`src/rtl/button_conditioner_if.sv`:
```
`default_nettype none
// ============================================================================
// Module   : button_conditioner_if
// Purpose  : Bundles the raw key inputs and the conditioned button outputs
//            of button_conditioner. The slave side is the conditioner and the
//            master side is whatever drives the keys and consumes the results.
// Revision : 1.0 - initial release
// ============================================================================
interface button_conditioner_if;
  logic [3:0] key_n;           // raw buttons, active-low, asynchronous
  logic [3:0] butt_n;          // debounced stable levels, active-low
  logic [3:0] press;           // initial-press and auto-repeat strobes
  logic       any_press;       // OR of press
  logic       buttonClockOut;  // slow square wave
  logic       tick;            // strobe on the rising edge of buttonClockOut

  modport master (
    output key_n,
    input  butt_n, press, any_press, buttonClockOut, tick
  );

  modport slave (
    input  key_n,
    output butt_n, press, any_press, buttonClockOut, tick
  );
endinterface
`default_nettype wire

```
`src/rtl/button_conditioner.sv`:
```
`default_nettype none
// ============================================================================
// Module   : button_conditioner
// Purpose  : Synchronises and debounces four raw active-low push buttons,
//            produces a press strobe with auto-repeat per button, and
//            generates a free-running slow square wave with a rise strobe.
// Revision : 1.0 - initial release
// ============================================================================
module button_conditioner #(
  parameter int unsigned DEBOUNCE_CYCLES = 500000,
  parameter int unsigned REPEAT_DELAY    = 25000000,
  parameter int unsigned REPEAT_PERIOD   = 5000000,
  parameter int unsigned CLK_DIV         = 250000
) (
  input  wire logic              clock,
  input  wire logic              reset_n,
  button_conditioner_if.slave    io_bus
);

  // Terminal counts; every counter is 25 bits and clears on reaching these.
  localparam logic [24:0] c_DEB_LAST = 25'(DEBOUNCE_CYCLES - 1);
  localparam logic [24:0] c_RD_LAST  = 25'(REPEAT_DELAY - 1);
  localparam logic [24:0] c_RP_LAST  = 25'(REPEAT_PERIOD - 1);
  localparam logic [24:0] c_DIV_LAST = 25'(CLK_DIV - 1);

  typedef enum logic [1:0] {
    RELEASED    = 2'd0,
    HOLD_WAIT   = 2'd1,
    HOLD_REPEAT = 2'd2
  } state_t;

  logic [3:0]  r_sync1;
  logic [3:0]  r_sync2;
  logic [3:0]  w_press_nxt;
  logic        r_any_press;
  logic [24:0] r_divcnt;
  logic        r_bclk;
  logic        r_tick;

  // Two-flop synchroniser; resets to the released level so no false press.
  always_ff @(posedge clock or negedge reset_n) begin
    if (!reset_n) begin
      r_sync1 <= 4'hF;
      r_sync2 <= 4'hF;
    end else begin
      r_sync1 <= io_bus.key_n;
      r_sync2 <= r_sync1;
    end
  end

  generate
    for (genvar gi = 0; gi < 4; gi++) begin : g_bit
      logic        r_stable;
      logic [24:0] r_dcnt;
      logic        w_flip;
      logic        w_fall;
      logic        w_rise;
      state_t      r_state;
      state_t      w_state_nxt;
      logic [24:0] r_rcnt;
      logic [24:0] w_rcnt_nxt;
      logic        w_strobe;
      logic        r_press;

      // The stable level flips on this edge; fall/rise tell the FSM which
      // way, so the strobe lands in the same cycle as the new butt_n.
      assign w_flip = (r_sync2[gi] != r_stable) && (r_dcnt == c_DEB_LAST);
      assign w_fall = w_flip &&  r_stable;
      assign w_rise = w_flip && !r_stable;

      // Debounce: count cycles of disagreement, restart on any agreement.
      always_ff @(posedge clock or negedge reset_n) begin
        if (!reset_n) begin
          r_stable <= 1'b1;
          r_dcnt   <= 25'd0;
        end else if (r_sync2[gi] == r_stable) begin
          r_dcnt   <= 25'd0;
        end else if (r_dcnt == c_DEB_LAST) begin
          r_stable <= r_sync2[gi];
          r_dcnt   <= 25'd0;
        end else begin
          r_dcnt   <= r_dcnt + 25'd1;
        end
      end

      // Repeat FSM state, repeat counter and registered strobe.
      always_ff @(posedge clock or negedge reset_n) begin
        if (!reset_n) begin
          r_state <= RELEASED;
          r_rcnt  <= 25'd0;
          r_press <= 1'b0;
        end else begin
          r_state <= w_state_nxt;
          r_rcnt  <= w_rcnt_nxt;
          r_press <= w_strobe;
        end
      end

      // Repeat FSM next state; a release always beats a due repeat strobe.
      always_comb begin
        w_state_nxt = r_state;
        w_rcnt_nxt  = r_rcnt;
        w_strobe    = 1'b0;
        case (r_state)
          RELEASED: begin
            if (w_fall) begin
              w_strobe    = 1'b1;
              w_rcnt_nxt  = 25'd0;
              w_state_nxt = HOLD_WAIT;
            end
          end
          HOLD_WAIT: begin
            if (w_rise) begin
              w_rcnt_nxt  = 25'd0;
              w_state_nxt = RELEASED;
            end else if (r_rcnt == c_RD_LAST) begin
              w_strobe    = 1'b1;
              w_rcnt_nxt  = 25'd0;
              w_state_nxt = HOLD_REPEAT;
            end else begin
              w_rcnt_nxt  = r_rcnt + 25'd1;
            end
          end
          HOLD_REPEAT: begin
            if (w_rise) begin
              w_rcnt_nxt  = 25'd0;
              w_state_nxt = RELEASED;
            end else if (r_rcnt == c_RP_LAST) begin
              w_strobe    = 1'b1;
              w_rcnt_nxt  = 25'd0;
            end else begin
              w_rcnt_nxt  = r_rcnt + 25'd1;
            end
          end
          default: begin
            w_rcnt_nxt  = 25'd0;
            w_state_nxt = RELEASED;
          end
        endcase
      end

      assign w_press_nxt[gi]   = w_strobe;
      assign io_bus.butt_n[gi] = r_stable;
      assign io_bus.press[gi]  = r_press;
    end
  endgenerate

  // any_press is registered from the same next-strobe vector as press.
  always_ff @(posedge clock or negedge reset_n) begin
    if (!reset_n) begin
      r_any_press <= 1'b0;
    end else begin
      r_any_press <= |w_press_nxt;
    end
  end

  // Free-running divider: toggle every CLK_DIV cycles, strobe on the rise.
  always_ff @(posedge clock or negedge reset_n) begin
    if (!reset_n) begin
      r_divcnt <= 25'd0;
      r_bclk   <= 1'b0;
      r_tick   <= 1'b0;
    end else begin
      r_tick <= (r_divcnt == c_DIV_LAST) && !r_bclk;
      if (r_divcnt == c_DIV_LAST) begin
        r_divcnt <= 25'd0;
        r_bclk   <= ~r_bclk;
      end else begin
        r_divcnt <= r_divcnt + 25'd1;
      end
    end
  end

  assign io_bus.any_press      = r_any_press;
  assign io_bus.buttonClockOut = r_bclk;
  assign io_bus.tick           = r_tick;

endmodule
`default_nettype wire

```
`src/flat_wrapper.sv`:
```
// flat-port wrapper written by rule: the top's interface ports become plain ports
module button_conditioner_flat 
#(
  parameter int unsigned DEBOUNCE_CYCLES = 500000,
  parameter int unsigned REPEAT_DELAY    = 25000000,
  parameter int unsigned REPEAT_PERIOD   = 5000000,
  parameter int unsigned CLK_DIV         = 250000
)
  (clock, reset_n, io_bus_key_n, io_bus_butt_n, io_bus_press, io_bus_any_press, io_bus_buttonClockOut, io_bus_tick);
  button_conditioner_if io_bus_i ();
  input  wire logic clock;
  input  wire logic reset_n;
  input wire logic [$bits(io_bus_i.key_n)-1:0] io_bus_key_n;
  output wire logic [$bits(io_bus_i.butt_n)-1:0] io_bus_butt_n;
  output wire logic [$bits(io_bus_i.press)-1:0] io_bus_press;
  output wire logic [$bits(io_bus_i.any_press)-1:0] io_bus_any_press;
  output wire logic [$bits(io_bus_i.buttonClockOut)-1:0] io_bus_buttonClockOut;
  output wire logic [$bits(io_bus_i.tick)-1:0] io_bus_tick;
  assign io_bus_i.key_n = io_bus_key_n;
  assign io_bus_butt_n = io_bus_i.butt_n;
  assign io_bus_press = io_bus_i.press;
  assign io_bus_any_press = io_bus_i.any_press;
  assign io_bus_buttonClockOut = io_bus_i.buttonClockOut;
  assign io_bus_tick = io_bus_i.tick;
  button_conditioner #(.DEBOUNCE_CYCLES(DEBOUNCE_CYCLES), .REPEAT_DELAY(REPEAT_DELAY), .REPEAT_PERIOD(REPEAT_PERIOD), .CLK_DIV(CLK_DIV)) u_core (.clock(clock), .reset_n(reset_n), .io_bus(io_bus_i));
endmodule
```
`config.mk`:
```
export PLATFORM = sky130hd
export DESIGN_NAME = button_conditioner_flat
export DESIGN_NICKNAME = d
export VERILOG_FILES = /design/src/rtl/button_conditioner_if.sv /design/src/rtl/button_conditioner.sv /design/src/flat_wrapper.sv
export SDC_FILE = /design/constraint.sdc
export NUM_CORES = 1
export LEC_CHECK = 0
export CORE_ASPECT_RATIO = 1.25
export CORE_UTILIZATION = 25
export CTS_CLUSTER_SIZE = 8
export DETAILED_ROUTE_END_ITERATION = 8
export MAX_ROUTING_LAYER = met4
export PLACE_DENSITY = 0.44
export RECOVER_POWER = 50
export SLEW_MARGIN = 20
export SYNTH_ARGS = -nofsm -noshare
export SYNTH_HDL_FRONTEND = slang
export SYNTH_SLANG_ARGS = --single-unit
```
`constraint.sdc`:
```
create_clock -name clock -period 5.7 [get_ports clock]
set_input_delay 0.855 -clock clock [delete_from_list [all_inputs] [get_ports clock]]
set_output_delay 0.855 -clock clock [all_outputs]
set_load 0.05 [all_outputs]
```
# Yosys cells after proc, flatten, opt, wreduce, memory -nomap -nowiden
# Index checks and enable logic that the tools add are counted.
dict set report classes {
  n_reduce_logical 31
  add_sub_neg 9
  n_mux 77
  n_eq_ne 41
  bitwise 5
}
# operator count
set ops {}
lappend ops {{25-bit 2-to-1 mux} 29}
lappend ops {{25-bit case mux with 3 select lines} 4}
lappend ops {{25-bit by 1-bit adder with 25-bit output, second input constant} 9}
lappend ops {{25-bit by 19-bit equality test with 1-bit output, second input constant} 4}
lappend ops {{25-bit by 23-bit equality test with 1-bit output, second input constant} 4}
lappend ops {{25-bit equality test, second input constant} 4}
lappend ops {{2-bit 2-to-1 mux} 16}
lappend ops {{25-bit by 18-bit equality test with 1-bit output, second input constant} 1}
lappend ops {{2-bit case mux with 3 select lines} 4}
lappend ops {{1-bit 2-to-1 mux} 20}
lappend ops {{2-bit by 1-bit != test with 1-bit output, second input constant} 8}
lappend ops {{1-bit logical AND} 13}
lappend ops {{3-bit by 1-bit != test with 1-bit output, second input constant} 4}
lappend ops {{1-bit case mux with 3 select lines} 4}
lappend ops {{3-bit AND reduction} 4}
lappend ops {{2-bit by 1-bit equality test with 1-bit output, second input constant} 4}
lappend ops {{2-bit equality test, second input constant} 4}
lappend ops {{2-bit zero test} 4}
lappend ops {{2-bit AND reduction} 4}
lappend ops {{1-bit zero test} 5}
lappend ops {{1-bit NOT} 5}
lappend ops {{1-bit equality test} 4}
lappend ops {{1-bit != test} 4}
lappend ops {{4-bit OR reduction} 1}
dict set report word_totals {
  output_inout_bits 11
  reg_bits 252
}

# Depth between registers and ports, before layout
dict set report logic_depth {
  word_depth 6
  mapped_depth 9
  mapped_depth_nobuf 7
}

# Worst setup path after synthesis
# OpenSTA, ideal clock, no wires.
dict set report synth_timing {
  kind {reg-to-reg}
  from {reg u_core.g_bit[0].r_dcnt[0]}
  to {reg u_core.g_bit[0].r_rcnt[9]}
  n_path_buf 1
  required_time_ns 5.579
  path_stages_with_launch 9
  setup_ns 0.121
  synth_period_minus_slack_ns 2.585
  arrival_time_ns 2.464
  setup_slack_ns 3.115
  cell_sequence {dfrtp_1 -> ha_1 -> or4b_1 -> or3_1 -> or2_2 -> o31ai_2 -> buf_1 -> o21ai_0 -> a22o_1}
}
dict set report synth_between {
  elab_chain_cells 5
  elab_cells_between_ends 8
}
# element line_no
set synth_rtl {}
lappend synth_rtl {{from (decl)} button_conditioner.sv:54} ;# logic [24:0] r_dcnt;
lappend synth_rtl {{from (signal assigned)} button_conditioner.sv:82} ;# r_dcnt <= r_dcnt + 25'd1;
lappend synth_rtl {{25-bit by 19-bit equality test with 1-bit output (*)} button_conditioner.sv:67} ;# assign w_flip = (r_sync2[gi] != r_stable) && (r_dcnt == c_DEB_LAST);
lappend synth_rtl {{1-bit logical AND (*)} button_conditioner.sv:67}
lappend synth_rtl {{1-bit logical AND} button_conditioner.sv:69} ;# assign w_rise = w_flip && !r_stable;
lappend synth_rtl {{25-bit 2-to-1 mux (on tied branches)} {button_conditioner.sv:125, button_conditioner.sv:113}}
lappend synth_rtl {{25-bit case mux with 3 select lines} button_conditioner.sv:104} ;# case (r_state)
lappend synth_rtl {{to (signal assigned)} button_conditioner.sv:94} ;# r_rcnt <= w_rcnt_nxt;
lappend synth_rtl {{to (decl)} button_conditioner.sv:60} ;# logic [24:0] r_rcnt;
# Mark *: on every way between the ends. The rest lies on a longest branch, timed or not.
# A chain may end at the register's enable or synchronous reset.

==> summary.md <==
| Metric | Value |
|---|---|
| Status | complete, but fails checks |
| Failing checks | max-capacitance violations, max-slew violations |
| I/O Pins | 17 |
| Reg2Reg Launch Point | u_core.g_bit[3].r_rcnt[17] |
| Clock sink count | 252 |
| Detailed Route Iter0 Violations | 567 |
| Leak pwr | 6.31 nW |
| Reg clk slew, reported paths | 0.05 ns |
| Worst stage delay on the critical path | 2.27 ns |
| Vias in the first global route | 10,648 |
| Slowest-stage cell, CP | clkbuf_1 |
| Area leader, netlist | dfrtp_1 |
| Top cell type's share of synthesized area | 0.451 |
| Setup Skew | 0.0150 ns |
| Seq cells post-synth | 252 |
| DR vias | 10,226 |
| Routed WL | 30.2 mm |
| Hold slack | 0.291 ns |
| Required @ worst endpoint | 5.63 ns |
| Max clock buf depth | 3 |
| Initial Utilization | 0.253 |
| Synth area leaders | dfrtp_1 (45%), nor2_1 (5.8%), xor2_1 (5.4%) |
| CTS tree | yes |
| Max capacitance violation total | 2 |
| Setup violations, final | 0 |
| Worst Path Max Fanout | 80 |
| Buf/Inv on CP | 2 |
| Worst Setup Start Kind | input pin |
| Share of layout cells above drive strength 1 | 0.0543 |
| Cts hold-fix bufs | 0 |
| Pre-CTS setup slack | 2.45 ns |
| Die width | 208 um |
| Detailed placement HPWL | 19.7 mm |
| Critical path endpoint category | asynchronous set/reset pin |
| Top cells by count, synth | dfrtp_1 (240), nor2_1 (205), nand2_1 (116) |
| Most common cell in the netlist | dfrtp_1 |
| Post-synthesis net count | 1,450 |
| CP cell instances | buf_8, clkbuf_1 |
| Total grt overflow | 0 |
| Ys flop type | dfrtp_1 |
| Tmin final | 3.73 ns |
| Clock Latency Late Sink | 0.53 ns |
| Number of flops mapped to enable cells by yosys | 0 |
| Setup ws final | 1.97 ns |
| RSZ-0062 raised after global routing | no |
| Routed vias/inst | 4.81 |
| Kind of critical path | in -> async |
| NumNets Final | 1,463 |
| Area growth syn-to-layout | 14.0% |
| Post-synthesis cell count | 1,419 |
| Wirelength per Cell | 14.2 um |
| Placed Cells incl. Taps | 2,065 |
| Slew @ Worst Pin | 3.12 ns |
| CTS buffer count | 37 |
| Die Span Y | 260 um |
| Slew margin rel. | -1.08 |
| Max Slew Vio Count | 176 |
| Post-CTS Resized | 0 |
| Overall Global Routing Usage | 0.120 |
| Critical Path AT | 3.66 ns |
| Pwr Total | 3.89 mW |
| Non-Filler Instances | 2,127 |
| CP delay by family, top | buffers and inverters |
| Die ar. | 54,200 um2 |
| IO Port Bufs | 16 |
| Launch point of the worst path | reset_n |
| Core Region | 52,600 um2 |
| Register area share after synthesis | 0.475 |
| Root Driver | clkbuf_16 |
| Setup TNS | 0 ns |
| Yosys Warn Count | 0 |
| First-pass GRT wire length | 53.0 mm |
| Peak Freq | 0.268 GHz |
| DR pass1 iterations | 9 |
| HP Class | in -> async |
| Standard-cell rows | 94 |
| PwrDens | 256 nW/um2 |
| H-Tree Level Count | 2 |
| Synth cell types | 66 |
| Placer congestion estimate | 0.800 |
| Mean Syn Cell Area | 9.38 um2 |
| Peak supply drop | 149 uV |
| Async set-reset flop share out of synthesis | 1.00 |
| Maximum number of pins on one net before global-route repair | 119 |
| Final period utilization | 0.654 |
| Final hold violation count | 0 |
| Number of diodes | 0 |
| Antenna violations before repair | 0 |
| Post CTS Setup Buffer Count | 0 |
| Drt drc | 0 |
| Post-DRT Antenna Nets | 0 |
| Netlist Area Pre-Place | 13,300 um2 |
[state kept, by name, summed over array words and instances (netlist names)]
name	count
u_core.r_divcnt	25
u_core.g_bit.r_rcnt	100
u_core.io_bus.tick	1
u_core.io_bus.any_press	1
u_core.r_sync1	4
u_core.r_sync2	4
u_core.g_bit.r_press	4
u_core.g_bit.r_dcnt	100
u_core.io_bus.buttonClockOut	1
u_core.g_bit.r_stable	4
u_core.g_bit.r_state	8
[cell type report]
cell class,count,area [um2]
Fill cell,5511,37400
Inverter,51,191
Sequential cell,252,6320
Timing Repair Buffer,26,230
Clock buffer,62,1030
Multi-Input combinational cell,1064,6570
Tap cell,672,841
[per-stage QoR]
step,utilization,area [um2]
after CTS,0.289,15200
after detailed placement,0.270,14200
after global placement,0.270,14200
after floorplan,-,13300
final,0.289,15200
after global routing,0.289,15200
[layer usage]
metal / wire length (um) / track usage / vias up
li1: - / - / 5044
met1: 13900 / 0.142 / 4994
met2: 14300 / 0.202 / 122
met3: 1120 / 0.0225 / 66
met4: 871 / 0.0479 / 0
met5: 0 / - / -
[kinds of logic after synthesis]
family                   Yosys count  synth area share
AO/OA/AOI/OAI                    171            0.0868
XOR/XNOR                         154             0.101
adder cells (fa/ha/maj)           25            0.0235
buffers and inverters            103            0.0322
flip-flops                       252             0.475
multiplexers                       4           0.00329
AND/OR/NAND/NOR                  710             0.278
[path summary, 6_finish.rpt]
path | cells after the start | to | slack (ns)
max | 2 | u_core.g_bit[1].r_dcnt[19] | 1.97
min | 1 | u_core.io_bus.tick | 0.29
max reg2reg | 7 | u_core.g_bit[3].r_rcnt[18] | 2.49
min reg2reg | 0 | u_core.r_sync2[3] | 0.35
max in group clock | 7 | u_core.g_bit[3].r_rcnt[18] | 2.49
min in group clock | 0 | u_core.r_sync2[3] | 0.35
[power breakdown]
part / switching (mW) / internal [mW] / total [mW]
Sequential: 0.00838 / 1.80 / 1.81
Clock: 0.795 / 1.21 / 2.01
Combinational: 0.0551 / 0.0126 / 0.0677
Total: 0.858 / 3.03 / 3.89
[placed cells by master, fill, tap and decap left out, types with 25 or more instances in the layout]
| cell | count |
|---|---|
| dfrtp_1 | 240 |
| nor2_1 | 204 |
| nand2_1 | 116 |
| nand3_1 | 86 |
| xor2_1 | 82 |
| xnor2_1 | 72 |
| o21ai_0 | 60 |
| nand4_1 | 53 |
| inv_1 | 51 |
| and3_1 | 45 |
| nor3_1 | 44 |
| clkbuf_16 | 37 |
| nor4_1 | 33 |
| a22o_1 | 32 |
| clkbuf_1 | 26 |
| ha_1 | 25 |
No activity file was read; power rests on OpenSTA's default activity.
